### config.mk
export PLATFORM = sky130hd
export DESIGN_NAME = dot_operand_issuer
export DESIGN_NICKNAME = d
export VERILOG_FILES = /design/src/rtl/dot_pkg.sv /design/src/rtl/dot_issue_skid.sv /design/src/rtl/dot_operand_issuer.sv
export SDC_FILE = /design/constraint.sdc
export NUM_CORES = 1
export LEC_CHECK = 0
export ABC_CLOCK_PERIOD_IN_PS = 6000
export BUFFER_PORTS_ARGS = -buffer_cell sky130_fd_sc_hd__buf_2
export CORE_MARGIN = 2
export CORE_UTILIZATION = 38
export CTS_BUF_LIST = sky130_fd_sc_hd__clkbuf_2
export CTS_CLUSTER_DIAMETER = 120
export DETAILED_ROUTE_END_ITERATION = 12
export HOLD_SLACK_MARGIN = 0.06
export PLACE_DENSITY = 0.64
export SYNTH_ARGS = -nofsm -noshare
export SYNTH_HDL_FRONTEND = slang
export SYNTH_SLANG_ARGS = --single-unit
### constraint.sdc
create_clock -name clk -period 6 [get_ports clk]
set_input_delay 1.2 -clock clk [delete_from_list [all_inputs] [get_ports clk]]
set_output_delay 1.2 -clock clk [all_outputs]
set_load 0.02 [all_outputs]
### src/rtl/dot_pkg.sv
// Shared types for the dot-product operand issuer.
package dot_pkg;

    typedef enum logic [1:0] {
        IDLE,
        ISSUE,
        DRAIN
    } issuer_state_e;

    localparam int SKID_DEPTH = 2;

endpackage

### src/rtl/dot_issue_skid.sv
// Two-entry valid/ready FIFO holding returned operand beats.
module dot_issue_skid
    import dot_pkg::*;
#(
    parameter type T = logic [7:0]
) (
    input  logic       clk,
    input  logic       reset,
    input  logic       i_valid,
    input  T           i_data,
    output logic       o_valid,
    input  logic       i_ready,
    output T           o_data,
    output logic [1:0] o_count
);

    T           r_mem [SKID_DEPTH];
    logic       r_wr;
    logic       r_rd;
    logic [1:0] r_cnt;
    logic       w_push;
    logic       w_pop;

    assign w_push  = i_valid && (r_cnt != 2'(SKID_DEPTH));
    assign w_pop   = o_valid && i_ready;
    assign o_valid = (r_cnt != 2'd0);
    assign o_data  = r_mem[r_rd];
    assign o_count = r_cnt;

    always_ff @(posedge clk or negedge reset) begin
        if (!reset) begin
            for (int i = 0; i < SKID_DEPTH; i++) begin
                r_mem[i] <= '0;
            end
            r_wr  <= 1'b0;
            r_rd  <= 1'b0;
            r_cnt <= 2'd0;
        end else begin
            if (w_push) begin
                r_mem[r_wr] <= i_data;
                r_wr        <= ~r_wr;
            end
            if (w_pop) begin
                r_rd <= ~r_rd;
            end
            r_cnt <= r_cnt + 2'(w_push) - 2'(w_pop);
        end
    end

endmodule

### src/rtl/dot_operand_issuer.sv
// Streams A/B lane vectors from the operand buffer to the FMA lanes.
// DOT_ISSUE_ZERO_SKIP_EN: also clear mask bits of lanes holding +/-0.
module dot_operand_issuer
    import dot_pkg::*;
#(
    parameter int LANES  = 1,
    parameter int ELEM_W = 32,
    parameter int ADDR_W = 10,
    parameter int LEN_W  = 16,
    parameter int TAG_W  = 8
) (
    input  logic                    clk,
    input  logic                    reset,
    input  logic                    req_valid,
    output logic                    req_ready,
    input  logic [ADDR_W-1:0]       req_a_base,
    input  logic [ADDR_W-1:0]       req_b_base,
    input  logic [LEN_W-1:0]        req_len,
    input  logic [TAG_W-1:0]        req_tag,
    output logic                    buf_rd_en,
    output logic [ADDR_W-1:0]       buf_rd_a_addr,
    output logic [ADDR_W-1:0]       buf_rd_b_addr,
    input  logic [LANES*ELEM_W-1:0] buf_rd_a_data,
    input  logic [LANES*ELEM_W-1:0] buf_rd_b_data,
    output logic                    op_valid,
    input  logic                    op_ready,
    output logic [LANES*ELEM_W-1:0] op_a,
    output logic [LANES*ELEM_W-1:0] op_b,
    output logic [LANES-1:0]        op_mask,
    output logic                    op_last,
    output logic [TAG_W-1:0]        op_tag,
    output logic                    busy
);

    localparam int VW = LANES * ELEM_W;
    localparam logic [LEN_W:0] W_LANES = (LEN_W+1)'(LANES);

    typedef logic [VW-1:0] lane_vec_t;

    typedef struct packed {
        lane_vec_t          a;
        lane_vec_t          b;
        logic [LANES-1:0]   mask;
        logic               last;
        logic [TAG_W-1:0]   tag;
    } dot_beat_t;

    issuer_state_e    r_state;
    issuer_state_e    w_next;
    logic [ADDR_W-1:0] r_a_base;
    logic [ADDR_W-1:0] r_b_base;
    logic [LEN_W-1:0] r_beat_cnt;
    logic [LEN_W-1:0] r_last_beat;
    logic [LANES-1:0] r_tail_mask;
    logic [TAG_W-1:0] r_tag;
    logic             r_inflight;
    logic [LANES-1:0] r_rd_mask;
    logic             r_rd_last;

    logic [1:0]       w_occ;
    logic             w_accept;
    logic             w_pop;
    logic             w_space;
    logic             w_rd_last;
    logic [LEN_W:0]   w_beats;
    logic [LEN_W:0]   w_tail_cnt;
    logic [LANES-1:0] w_tail_mask;
    dot_beat_t        w_ret;
    dot_beat_t        w_head;

    assign w_accept  = req_valid && req_ready;
    assign w_pop     = op_valid && op_ready;
    assign w_rd_last = (r_beat_cnt == r_last_beat);

    // Count the beat leaving this cycle so the pipe refills at full rate.
    assign w_space = ({1'b0, w_occ} + {2'b0, r_inflight})
                     < (3'd2 + {2'b0, w_pop});

    assign buf_rd_a_addr = r_a_base + ADDR_W'(r_beat_cnt);
    assign buf_rd_b_addr = r_b_base + ADDR_W'(r_beat_cnt);

    always_comb begin
        w_beats = ((LEN_W+1)'(req_len) + W_LANES - (LEN_W+1)'(1)) / W_LANES;
        if (req_len == '0) begin
            w_beats = (LEN_W+1)'(1);
        end
        w_tail_cnt = (LEN_W+1)'(req_len)
                   - (w_beats - (LEN_W+1)'(1)) * W_LANES;
        for (int i = 0; i < LANES; i++) begin
            w_tail_mask[i] = ((LEN_W+1)'(i) < w_tail_cnt);
        end
    end

    always_ff @(posedge clk or negedge reset) begin
        if (!reset) begin
            r_state <= IDLE;
        end else begin
            r_state <= w_next;
        end
    end

    always_comb begin
        w_next = r_state;
        unique case (r_state)
            IDLE:    if (w_accept) w_next = ISSUE;
            ISSUE:   if (buf_rd_en && w_rd_last) w_next = DRAIN;
            DRAIN:   if (w_occ == 2'd0 && !r_inflight) w_next = IDLE;
            default: w_next = IDLE;
        endcase
    end

    always_comb begin
        req_ready = 1'b0;
        buf_rd_en = 1'b0;
        unique case (r_state)
            IDLE:    req_ready = reset;
            ISSUE:   buf_rd_en = w_space;
            default: ;
        endcase
    end

    always_ff @(posedge clk or negedge reset) begin
        if (!reset) begin
            r_a_base    <= '0;
            r_b_base    <= '0;
            r_beat_cnt  <= '0;
            r_last_beat <= '0;
            r_tail_mask <= '0;
            r_tag       <= '0;
            r_inflight  <= 1'b0;
            r_rd_mask   <= '0;
            r_rd_last   <= 1'b0;
        end else begin
            r_inflight <= buf_rd_en;
            if (w_accept) begin
                r_a_base    <= req_a_base;
                r_b_base    <= req_b_base;
                r_tag       <= req_tag;
                r_beat_cnt  <= '0;
                r_last_beat <= LEN_W'(w_beats - (LEN_W+1)'(1));
                r_tail_mask <= w_tail_mask;
            end
            if (buf_rd_en) begin
                r_rd_mask  <= w_rd_last ? r_tail_mask : '1;
                r_rd_last  <= w_rd_last;
                r_beat_cnt <= r_beat_cnt + LEN_W'(1);
            end
        end
    end

    always_comb begin
        w_ret      = '0;
        w_ret.last = r_rd_last;
        w_ret.tag  = r_tag;
        for (int i = 0; i < LANES; i++) begin
            if (r_rd_mask[i]) begin
                w_ret.a[i*ELEM_W +: ELEM_W] = buf_rd_a_data[i*ELEM_W +: ELEM_W];
                w_ret.b[i*ELEM_W +: ELEM_W] = buf_rd_b_data[i*ELEM_W +: ELEM_W];
            end
`ifdef DOT_ISSUE_ZERO_SKIP_EN
            w_ret.mask[i] = r_rd_mask[i]
                && (buf_rd_a_data[i*ELEM_W +: ELEM_W-1] != '0)
                && (buf_rd_b_data[i*ELEM_W +: ELEM_W-1] != '0);
`else
            w_ret.mask[i] = r_rd_mask[i];
`endif
        end
    end

    dot_issue_skid #(
        .T(dot_beat_t)
    ) u_skid (
        .clk     (clk),
        .reset   (reset),
        .i_valid (r_inflight),
        .i_data  (w_ret),
        .o_valid (op_valid),
        .i_ready (op_ready),
        .o_data  (w_head),
        .o_count (w_occ)
    );

    assign op_a    = w_head.a;
    assign op_b    = w_head.b;
    assign op_mask = w_head.mask;
    assign op_last = w_head.last;
    assign op_tag  = w_head.tag;
    assign busy    = (r_state != IDLE) || (w_occ != 2'd0);

endmodule
==> flow_summary.ini <==
[outcome]
status = complete, no violations

[floorplan]
io_pins = 210
core-area_um2 = 28500
num_rows = 62
die_x_um = 174
dieArea_um2 = 30100
die_h_um = 174
initial_core_util_pct = 38.4

[critical_path]
cp_data_arrival_time_ns = 5.26
critPathLaunch = req_len[5]
criticalPathCategory = in -> reg
r2r-start = u_skid.o_count[0]
r2r_cells = 5
crit_end = r_tail_mask
reg2reg_setup_slack_ns = 3.18
required_ns = 6.65
r2r-end = u_skid.r_mem[1]
cp-end-kind = flip-flop
crit_fanout = 6
critPathLaunchType = input pin

[layout]
layout-drive-gt1-share_pct = 29.6
n_fill_cell = 2820
multiInputGateArea_um2 = 5170
layout_common_cells = nand2_1, dfrtp_1, buf_2, o21ai_0, mux2_2
area_delta_synth_final_pct = 17.1
register_area_um2 = 5460
layout_commonest_cell = nand2_1
stdcell_count = 1790
final_net_count = 1519

[global_route]
grt_pass1_vias = 8872
grt_start_max_net_pins = 94
grt-ovfl-total = 0
antenna_found_initial = 3
grt_usage_pct = 18.2
grt_pass1_wl_um = 45200

[timing]
tightest_slew_ns = 1.12
fin_crit_sh_pct = 76.9
fmax_mhz = 217
fin_tns_setup_ns = 0
slew_violations = 0
rsz0062_at_grt = false
finalClockSkew_ns = 0.0509
setup_viol = 0
setup_ws_ns = 1.39
hold_slack_ns = 0.440
post-route-min-period_ns = 4.61
slew_headroom_pct = 25.3
hold_viol_final = 0

[clock_tree]
clkTransAtPathRegs_ns = 0.10
clk_latency_ns = 0.80
cts.repair.resized = 0
htree_levels = 2
post_cts_buffers = 0
clock-sinks = 218
cts_buffers = 57
clockBufferDepth = 3
holdBufCountCts = 0
clock-root-buffer = clkbuf_2
cts_tree = built

[yosys]
synth_top_cell_area_share_pct = 50.0
synth_area_um2 = 10900
synth_area_per_cell_um2 = 9.48
ys_async_sr_fraction_pct = 100
syn_inst = 1152
yosys-top-cells-area = dfrtp_1, nand2_1, mux2_2, o21ai_0, ha_1
synth_area_leader_cell = dfrtp_1
ys_seq_area_share_pct = 50.0
synth_flop_cell = dfrtp_1
synth-edff-count = 0
yosysWarnings = 0
synth-seq-cells = 218
synthesis.nets = 1304
yosys.cell_types.count = 53

[placement]
pre_cts_slack_ns = 0.628
io_buffer_count = 209
dpl.cell_count = 1692
finalWeightedCongestion = 0.879
dp_hpwl_um = 18100

[flow_run]
max_cap_violations = 0

[power]
p_leak_nw = 6.53
peakVddDrop_uv = 220
powerDensity_nw_per_um2 = 534

[detailed_routing]
firstDrtPassIters = 4
post_drt_wl_per_cell_um = 15.1
drtIter0Drc = 521
ant_nets = 0
routed_wl_um = 27100
vias = 8775
viasPerCell = 4.90
route.detailed.drc = 0

[min_path]
hp-class = in -> async
==> final cells by class <==
type                            count  share of cell area [%]
Timing Repair Buffer              216                    8.67
Tap cell                          384                    3.76
Clock buffer                       88                    3.44
Clock inverter                      8                   0.294
Antenna cell                        2                  0.0391
Inverter                           24                   0.704
Multi-Input combinational cell    850                    40.4
Sequential cell                   218                    42.7
==> cells by family (layout without fill, tap and decap cells) <==
group	count (synthesis)	count (layout)	synth area share, %
compound gates	240	240	12.0
xor+xnor	54	54	4.33
fa+ha+maj	40	40	4.72
buf+inv	84	336	2.89
flops	218	218	50.0
mux	97	97	10.0
other cells	0	2	0
simple gates	419	419	16.1
==> synthesized netlist by cell type (all sizes together), types with 5 or more instances <==
cell / count
a21o: 6
a21oi: 20
and3: 6
clkbuf: 59
dfrtp: 218
ha: 38
inv: 24
mux2: 95
nand2: 328
nand2b: 5
nand3: 15
nand4: 6
nor2: 21
nor2b: 5
nor4: 8
o21ai: 184
o31ai: 6
or3: 5
xnor2: 38
xor2: 16
==> worst max-delay path, stage by stage <==
cell and delay, ns:
buf_2 0.12, or4_4 0.54, or3_4 0.37, nor3_1 0.24, nor2_1 0.07, ha_1 0.27
nand2_1 0.11, xor2_1 0.19, ha_1 0.31, a211o_1 0.31, a311oi_1 0.24, o31a_1 0.24
and2b_1 0.22, nor4_1 0.26, o22ai_1 0.15, nor4_1 0.31, a31oi_1 0.12
==> metrics by stage <==
| stage | power, W | instance area, um2 | utilization [%] |
|---|---|---|---|
| after floorplan | 0.00487 | 10900 | - |
| after global placement | 0.00585 | 12300 | 43.2 |
| after detailed placement | 0.00592 | 12300 | 43.2 |
| after CTS | 0.00694 | 12800 | 44.9 |
| after global routing | 0.00742 | 12800 | 44.9 |
| final | 0.00682 | 12800 | 44.9 |
==> metal layers <==
layer | up-vias | track usage (%) | wire (um) | part of all wire (%)
met5 | - | 0 | 9 | 0.033
met1 | 4092 | 24.8 | 12500 | 46
met3 | 47 | 3.99 | 1730 | 6.4
met4 | 2 | 5.33 | 560 | 2.1
met2 | 248 | 29.2 | 12300 | 45
li1 | 4386 | - | - | -
==> report_power, final <==
group,internal [W],switching [W]
clock,0.000384,0.000591
sequential,0.00213,0.000483
combinational,0.00130,0.00193
total,0.00382,0.00301
==> registers in the layout, summed over array words and instances (netlist names) <==
name	count
r_rd_last	1
r_b_base	10
r_last_beat	16
u_skid.r_mem	148
r_tag	8
r_state	2
u_skid.r_wr	1
u_skid.r_rd	1
r_inflight	1
r_tail_mask	1
r_beat_cnt	16
r_rd_mask	1
u_skid.o_count	2
r_a_base	10
==> worst min path at each step <==
stage / from / end / slack, ns / cells past startpoint
global placement: u_skid.r_mem[71] / u_skid.r_mem[71] / 0.46 / 2
CTS: reset / u_skid.r_mem[132] / 0.33 / 1
global route: reset / u_skid.r_mem[129] / 0.37 / 1
detailed placement: u_skid.r_mem[13] / u_skid.r_mem[13] / 0.46 / 2
finish: reset / u_skid.r_mem[139] / 0.44 / 1
floorplan: u_skid.r_mem[10] / u_skid.r_mem[10] / 0.44 / 2
(Power assumes the default switching activity.)
